[src/rtl/fu_issue_controller_pkg.sv]
// Shared datapath definitions for the FU issue controller: opcode encodings,
// datapath widths, issue FSM states and the single-stage tracking entry.
package fu_issue_controller_pkg;

    localparam int TIA_OP_WIDTH    = 5;
    localparam int TIA_WORD_WIDTH  = 32;
    localparam int STAGE_DST_WIDTH = 3;

    localparam logic [TIA_OP_WIDTH-1:0] TIA_OP_NOP  = 5'd0;
    localparam logic [TIA_OP_WIDTH-1:0] TIA_OP_MOV  = 5'd1;
    localparam logic [TIA_OP_WIDTH-1:0] TIA_OP_ADD  = 5'd2;
    localparam logic [TIA_OP_WIDTH-1:0] TIA_OP_SUB  = 5'd3;
    localparam logic [TIA_OP_WIDTH-1:0] TIA_OP_LMUL = 5'd4;
    localparam logic [TIA_OP_WIDTH-1:0] TIA_OP_LMAC = 5'd5;
    localparam logic [TIA_OP_WIDTH-1:0] TIA_OP_AND  = 5'd6;
    localparam logic [TIA_OP_WIDTH-1:0] TIA_OP_OR   = 5'd7;
    localparam logic [TIA_OP_WIDTH-1:0] TIA_OP_XOR  = 5'd8;
    localparam logic [TIA_OP_WIDTH-1:0] TIA_OP_HALT = 5'd31;

    typedef enum logic [1:0] {
        RUN    = 2'd0,
        DRAIN  = 2'd1,
        HALTED = 2'd2
    } issue_state_t;

    typedef struct packed {
        logic                       valid;
        logic [STAGE_DST_WIDTH-1:0] dst;
        logic                       halt;
    } stage_entry_t;

    function automatic logic is_halt(input logic [TIA_OP_WIDTH-1:0] op);
        return op == TIA_OP_HALT;
    endfunction

endpackage

[src/rtl/fu_issue_skid_buffer.sv]
// Two-entry {result, dst} FIFO between the FU stage and writeback.
// Only compiled when FU_ISSUE_OUTPUT_SKID_EN is defined.
`ifdef FU_ISSUE_OUTPUT_SKID_EN
module fu_issue_skid_buffer #(
    parameter int WORD_WIDTH = 32,
    parameter int DST_WIDTH  = 3
) (
    input  logic                  clock,
    input  logic                  reset,
    input  logic                  push,
    input  logic [WORD_WIDTH-1:0] push_result,
    input  logic [DST_WIDTH-1:0]  push_dst,
    input  logic                  pop,
    output logic                  full,
    output logic                  empty,
    output logic [WORD_WIDTH-1:0] head_result,
    output logic [DST_WIDTH-1:0]  head_dst
);

    logic [WORD_WIDTH-1:0] result_q [2];
    logic [DST_WIDTH-1:0]  dst_q    [2];
    logic                  wr_ptr;
    logic                  rd_ptr;
    logic [1:0]            count;
    logic                  do_push;
    logic                  do_pop;

    assign full        = (count == 2'd2);
    assign empty       = (count == 2'd0);
    assign do_push     = push & ~full;
    assign do_pop      = pop & ~empty;
    assign head_result = result_q[rd_ptr];
    assign head_dst    = dst_q[rd_ptr];

    always_ff @(posedge clock or negedge reset) begin
        if (!reset) begin
            result_q[0] <= '0;
            result_q[1] <= '0;
            dst_q[0]    <= '0;
            dst_q[1]    <= '0;
            wr_ptr      <= 1'b0;
            rd_ptr      <= 1'b0;
            count       <= 2'd0;
        end else begin
            if (do_push) begin
                result_q[wr_ptr] <= push_result;
                dst_q[wr_ptr]    <= push_dst;
                wr_ptr           <= ~wr_ptr;
            end
            if (do_pop) begin
                rd_ptr <= ~rd_ptr;
            end
            if (do_push && !do_pop) begin
                count <= count + 2'd1;
            end else if (!do_push && do_pop) begin
                count <= count - 2'd1;
            end
        end
    end

endmodule
`endif

[src/rtl/fu_issue_controller.sv]
// Issue side of the two-stage FU: handshakes instructions into the FU, tracks the
// in-flight stage, offers results on writeback, drains on HALT. Option: FU_ISSUE_OUTPUT_SKID_EN.
//
//   state  | meaning
//   RUN    | accepting instructions
//   DRAIN  | HALT accepted; waiting for the HALT entry (and any skid data) to leave
//   HALTED | idle until reset
module fu_issue_controller
    import fu_issue_controller_pkg::*;
#(
    parameter int DST_WIDTH     = 3,
    parameter int COUNTER_WIDTH = 32
) (
    input  logic                      clock,
    input  logic                      reset,
    input  logic                      in_valid,
    output logic                      in_ready,
    input  logic [TIA_OP_WIDTH-1:0]   in_op,
    input  logic [TIA_WORD_WIDTH-1:0] in_operand_0,
    input  logic [TIA_WORD_WIDTH-1:0] in_operand_1,
    input  logic [TIA_WORD_WIDTH-1:0] in_operand_2,
    input  logic [DST_WIDTH-1:0]      in_dst,
    output logic                      fu_enable,
    output logic [TIA_OP_WIDTH-1:0]   fu_op,
    output logic [TIA_WORD_WIDTH-1:0] fu_operand_0,
    output logic [TIA_WORD_WIDTH-1:0] fu_operand_1,
    output logic [TIA_WORD_WIDTH-1:0] fu_operand_2,
    input  logic [TIA_WORD_WIDTH-1:0] fu_result,
    output logic                      wb_valid,
    input  logic                      wb_ready,
    output logic [TIA_WORD_WIDTH-1:0] wb_result,
    output logic [DST_WIDTH-1:0]      wb_dst,
    output logic                      halted,
    output logic [COUNTER_WIDTH-1:0]  issued_count,
    output logic [COUNTER_WIDTH-1:0]  retired_count
);

    if (DST_WIDTH != STAGE_DST_WIDTH) begin : g_dst_width_check
        $error("fu_issue_controller: DST_WIDTH must equal STAGE_DST_WIDTH");
    end

    issue_state_t state_q;
    issue_state_t state_d;
    stage_entry_t stage_q;
    logic         issue_fire;
    logic         retire;
    logic         stage_space;
    logic         drain_done;

    assign fu_op        = in_op;
    assign fu_operand_0 = in_operand_0;
    assign fu_operand_1 = in_operand_1;
    assign fu_operand_2 = in_operand_2;

    // reset gates in_ready so nothing is offered to the FU while reset is held
    assign in_ready   = reset & (state_q == RUN) & (~stage_q.valid | stage_space);
    assign issue_fire = in_valid & in_ready;
    assign fu_enable  = issue_fire;

`ifdef FU_ISSUE_OUTPUT_SKID_EN
    logic skid_full;
    logic skid_empty;
    logic skid_push;

    assign skid_push   = stage_q.valid & ~stage_q.halt & ~skid_full;
    assign retire      = stage_q.valid & (stage_q.halt | ~skid_full);
    assign stage_space = ~skid_full;
    assign drain_done  = skid_empty;
    assign wb_valid    = ~skid_empty;

    fu_issue_skid_buffer #(
        .WORD_WIDTH (TIA_WORD_WIDTH),
        .DST_WIDTH  (DST_WIDTH)
    ) u_skid (
        .clock       (clock),
        .reset       (reset),
        .push        (skid_push),
        .push_result (fu_result),
        .push_dst    (stage_q.dst),
        .pop         (wb_ready),
        .full        (skid_full),
        .empty       (skid_empty),
        .head_result (wb_result),
        .head_dst    (wb_dst)
    );
`else
    assign retire      = stage_q.valid & (stage_q.halt | wb_ready);
    assign stage_space = retire;
    assign drain_done  = 1'b1;
    assign wb_valid    = stage_q.valid & ~stage_q.halt;
    assign wb_result   = reset ? fu_result : '0;
    assign wb_dst      = stage_q.dst;
`endif

    always_ff @(posedge clock or negedge reset) begin
        if (!reset) begin
            state_q <= RUN;
        end else begin
            state_q <= state_d;
        end
    end

    always_comb begin
        state_d = state_q;
        halted  = 1'b0;
        case (state_q)
            RUN:     if (issue_fire && is_halt(in_op)) state_d = DRAIN;
            DRAIN:   if (drain_done) state_d = HALTED;
            HALTED:  halted = 1'b1;
            default: state_d = RUN;
        endcase
    end

    // an issue in the same cycle as a retire simply overwrites the entry
    always_ff @(posedge clock or negedge reset) begin
        if (!reset) begin
            stage_q <= '0;
        end else if (issue_fire) begin
            stage_q.valid <= 1'b1;
            stage_q.dst   <= in_dst;
            stage_q.halt  <= is_halt(in_op);
        end else if (retire) begin
            stage_q.valid <= 1'b0;
        end
    end

    always_ff @(posedge clock or negedge reset) begin
        if (!reset) begin
            issued_count  <= '0;
            retired_count <= '0;
        end else begin
            if (issue_fire) issued_count <= issued_count + COUNTER_WIDTH'(1);
            if (retire) retired_count <= retired_count + COUNTER_WIDTH'(1);
        end
    end

endmodule

[config.mk]
export PLATFORM = sky130hd
export DESIGN_NAME = fu_issue_controller
export DESIGN_NICKNAME = d
export VERILOG_FILES = /design/src/rtl/fu_issue_controller_pkg.sv /design/src/rtl/fu_issue_skid_buffer.sv /design/src/rtl/fu_issue_controller.sv
export SDC_FILE = /design/constraint.sdc
export NUM_CORES = 1
export LEC_CHECK = 0
export BUFFER_PORTS_ARGS = -buffer_cell sky130_fd_sc_hd__buf_4
export CORE_AREA = 10 10 127 129
export DETAILED_ROUTE_END_ITERATION = 6
export DIE_AREA = 0 0 137 139
export PLACE_DENSITY = 0.65
export SYNTH_ARGS = -nofsm -noshare
export SYNTH_HDL_FRONTEND = slang
export SYNTH_HIERARCHICAL = 1
export SYNTH_SLANG_ARGS = --single-unit
[constraint.sdc]
create_clock -name clock -period 3.66 [get_ports clock]
set_clock_uncertainty 0.1 [all_clocks]
set_input_delay 0.183 -clock clock [delete_from_list [all_inputs] [get_ports clock]]
set_output_delay 0.183 -clock clock [all_outputs]
set_load 0.02 [all_outputs]
Word-level counts from Yosys, hierarchy flattened:

Cells that the tools add are included.

* input port bits: 140
* register bits: 71

* mux-type cells: 6
* add/sub/neg operators: 2
* equality and inequality tests: 4
* reduce and logical (&&, ||, !) cells: 4
* bitwise logic cells: 10

Operators by type and width (count)
* 32-bit by 1-bit adder with 32-bit output, second input constant: 2
* 32-bit two-way mux: 1
* 2-bit case mux with 3 select lines: 1
* 1-bit AND: 5
* 5-bit equality test, second input constant: 1
* 1-bit two-way mux: 3
* 1-bit NOT: 3
* 2-bit by 1-bit equality test with 1-bit output, second input constant: 1
* 2-bit equality test, second input constant: 1
* 2-bit zero test: 1
* 2-bit two-way mux: 1
* 2-bit by 1-bit inequality test with 1-bit output, second input constant: 1
* 1-bit bitwise OR: 2
* 2-bit AND reduction: 1
* 2-bit nonzero test: 1
* 1-bit logical AND: 1

Logic depth before layout (Yosys ltp):

* depth in word-level cells: 8
* depth in mapped cells: 6

Worst setup path before layout:

No wires, ideal clock.

* kind: reg-to-reg
* start: register issued_count[4]
* end: register issued_count[25]
* cell stages (with the launch flop): 7
* path slack: 1847 ps
* path buffers: 1
* arrival time: 1583 ps
* library setup time: 130 ps
* data required time: 3430 ps
* path through: dfrtp_1 nand4_1 or3_1 nor3_2 buf_6 nand4_1 xnor2_1

* longest elaborated chain between the ends: 1

RTL lines
* start, declared: line fu_issue_controller.sv:34 `output logic [COUNTER_WIDTH-1:0] issued_count,`
* start signal, assigned: line fu_issue_controller.sv:132 `if (issue_fire) issued_count <= issued_count + COUNTER_WIDTH'(1);`
* 32-bit by 1-bit adder with 32-bit output: line fu_issue_controller.sv:132

No other way between the ends.
A chain may end at the register's enable or synchronous reset.

Worst setup path in the final report:

* start: input reset
* end: output wb_result[1]

* longest elaborated chain between the ends: 1

RTL lines
* start, declared: line fu_issue_controller.sv:15 `input logic reset,`
* 32-bit two-way mux: line fu_issue_controller.sv:91 `assign wb_result = reset ? fu_result : '0;`
* end, declared: line fu_issue_controller.sv:31 `output logic [TIA_WORD_WIDTH-1:0] wb_result,`

No other way between the ends.

==> results.md <==
- DIE AREA: around 19,000 sq um
- Hold path cells: 3
- Post-synth EDFFs: 0
- RSZ-0062 raised after global routing: false
- Initial Util: 0.304
- Worst path most repeated cell: buf_4
- Post-DP Area: 4720 sq um
- Tightest Pin Transition: 0.710 ns
- Crit path largest cell delay: around 0.63 ns
- Initial antenna violation count: 0
- Setup-failing EPs final: 0
- Placer congestion estimate: approximately 0.8
- Die Y: 139 um
- Gate Count Post-Synth: 410
- Most frequent cell after synthesis: buf_4
- First-pass GRT wire length: ~18 mm
- Multi-input gate area: 1550 sq um
- Worst Setup Path Type: in -> out
- Post-layout instance area: 5060 sq um
- Final ANT Viol Nets: 0
- Syn_nets: 552
- Post-layout util: 0.370
- Register area: 1780 sq um
- Peak Freq: 379 MHz
- Crit-path cells: dlygate4sd3_1, buf_4, buf_4, buf_4, and2_1, buf_4
- Final Hold Vio Count: 0
- Total CTS buffers: 9
- Lkg Pwr: 2.51 nW
- Worst path depth: 6
- Iteration-0 DRC Markers: about 120
- Drt pass-1 iters: 4
- Remaining DRCs: 0
- Finished Layout Cells: 655
- Max cap viols: 0
- Library cells used by synthesis: 33
- IO Port Bufs: 151
- Via count: slightly below 3,000
- #FFs+latches synth: 71
- Main synth FF type: dfrtp_1
- Ys Warns: 6
- Final #Nets: 612
- Antenna diode count: 0
- FF-to-FF path depth: 5
- CP top delay family: buffers and inverters
- Period minus WS final: ~2.6 ns
- Setup crit end kind: output pin
- Relative slew slack: 0.524
- TritonCTS clock tree: done
- Seq/Total Area, Yosys: 0.428
- Clk pin slew, worst setup/hold paths: 0.05 ns
- Share of cells above drive strength 1: 0.389
- Crit path launch type: primary input
- Max Slew Vio Count: 0
- Clock Latency Late Sink: 0.33 ns
- CORE AREA: 13,700 sq um
- Worst path slowest cell: buf_4
- Design Power: 0.00230 W
- # IOs: 344
- Avg Inst Size Synth: 10.1 sq um
- Post-CTS sizing: 0
- Synth top area share: 0.428
- Placed Instances: 635
- Area growth from synthesis to layout: 21.9%
- Detailed placement HPWL: a little under 9 mm
- H-tree levels: 3
- Grt total ovfl: 0
- Synth cell count leaders: buf_4, dfrtp_1, xnor2_1, and2_1, nand2_1
- Buf+Inv Stages, Crit Path: 5
- Synth top area cells: dfrtp_1, buf_4, xnor2_1
- Postcts setup bufs: 0
- Chip width: 137 um
- Status: finished clean
- Vias/cell: 4.53
- VDD IR max: 0.000296 V
- Largest fanout on the critical path: around 60
- Critical Path AT: 2.35 ns
- Std cell rows: 43
- Area leader, netlist: dfrtp_1
- Drt total wl: 11.1 mm
- Vias in the first global route: 3,230
- Async SR Flop Fraction: 1.00
- Critical Path RT: between 3 and 4 ns
- Setup TNS: 0 ns
- WL per Instance: 17.0 um
- Clk root buf: clkbuf_16
- Synth Cell Area: 4150 sq um
- # fillers: ~1,400
- Largest net degree at the start of global routing: 62
- Worst Hold Class: in -> reg
- Total Routing Usage GR: 0.115
- Hold Buf Count CTS: 4
- CTS max path bufs: 2
- PwrDens: 454 nW/um^2
- Period utilization: 0.720
- Clk sinks: 71
## cell families after synthesis
kind of cell | synth area share
AO/OA/AOI/OAI | 0.00633
multiplexers | 0.0136
buffers and inverters | 0.198
AND/OR/NAND/NOR | 0.215
XOR/XNOR | 0.133
flip-flops | 0.428
adder cells (fa/ha/maj) | 0.00602
## layout make-up
type,count,area share
multi-input combinational,226,0.307
clock buffer,9,0.0445
tap,180,0.0445
clock inverter,7,0.0146
timing repair buffer,157,0.235
sequential,71,0.351
inverter,5,0.00371
## layout by cell type, fill, tap and decap left out
master | synthesis | final
and4_1 | 4 | 4
and4_4 | 1 | 1
or3b_1 | 1 | 1
mux2_2 | 5 | 5
o2111a_1 | 1 | 1
clkinv_4 | 0 | 3
nand4_4 | 1 | 1
inv_1 | 4 | 4
xor2_1 | 20 | 20
ha_1 | 2 | 2
or3_1 | 1 | 1
inv_2 | 1 | 1
xnor2_1 | 43 | 43
nor2b_1 | 2 | 2
nand3_4 | 1 | 1
nor2_1 | 16 | 16
dfrtp_1 | 71 | 71
and3_1 | 6 | 6
and2_1 | 34 | 34
clkinv_2 | 0 | 2
nand4_1 | 17 | 17
nor4_1 | 1 | 1
nand2_1 | 28 | 28
and4bb_2 | 1 | 1
nand2_2 | 1 | 1
bufinv_16 | 0 | 1
buf_4 | 104 | 153
nor3_1 | 9 | 9
nand3_1 | 24 | 24
nor3_2 | 2 | 2
clkbuf_16 | 0 | 9
dlygate4sd3_1 | 0 | 4
clkinvlp_4 | 0 | 1
and3_2 | 1 | 1
o21a_1 | 1 | 1
nor4_4 | 2 | 2
a21o_1 | 1 | 1
## state kept, by name, indices dropped and copies added, names as in the netlist
| signal | flops |
|---|---|
| issued_count | 32 |
| retired_count | 32 |
| wb_dst | 3 |
| stage_q | 2 |
| state_q | 2 |
## layer usage
metal | routed length (um) | GRT usage | vias up
met4 | 442 | 0.0644 | 0
met1 | 4330 | 0.126 | 1414
met2 | 5230 | 0.178 | 123
met3 | 1150 | 0.0533 | 59
met5 | 0 | 0 | -
li1 | - | - | 1373
## worst min-delay path, cell delays in order
cell and delay [ns]:
buf_4 0.11, nand2_1 0.05, nor3_1 0.05
## final timing paths
kind,startpoint,end,slack [ns]
min reg2reg,retired_count[31]$_DFFE_PN0P_,retired_count[31]$_DFFE_PN0P_,0.38
min in group asynchronous,reset,issued_count[13]$_DFFE_PN0P_,0.42
max,reset,wb_result[1],1.02
max in group asynchronous,reset,retired_count[18]$_DFFE_PN0P_,2.02
min,in_op[0],state_q[0]$_DFFE_PN0P_,0.02
max reg2reg,issued_count[4]$_DFFE_PN0P_,issued_count[31]$_DFFE_PN0P_,1.56
## metrics by stage
stage / hold slack, ns / worst slack (ns)
finish: 0.0213 / 1.02
global route: 0.0366 / 0.758
CTS: 0.00939 / 0.930
detailed placement: 0.205 / 1.54
global placement: 0.187 / 1.61
floorplan: -0.213 / 1.85
## where the power goes
part | total, W | internal, W | switching (W)
sequential | 0.000944 | 0.000854 | 0.0000903
clock | 0.000866 | 0.000528 | 0.000338
combinational | 0.000488 | 0.000222 | 0.000266
total | 0.00230 | 0.00160 | 0.000695
Note: power is estimated with default switching activity, not from simulation.
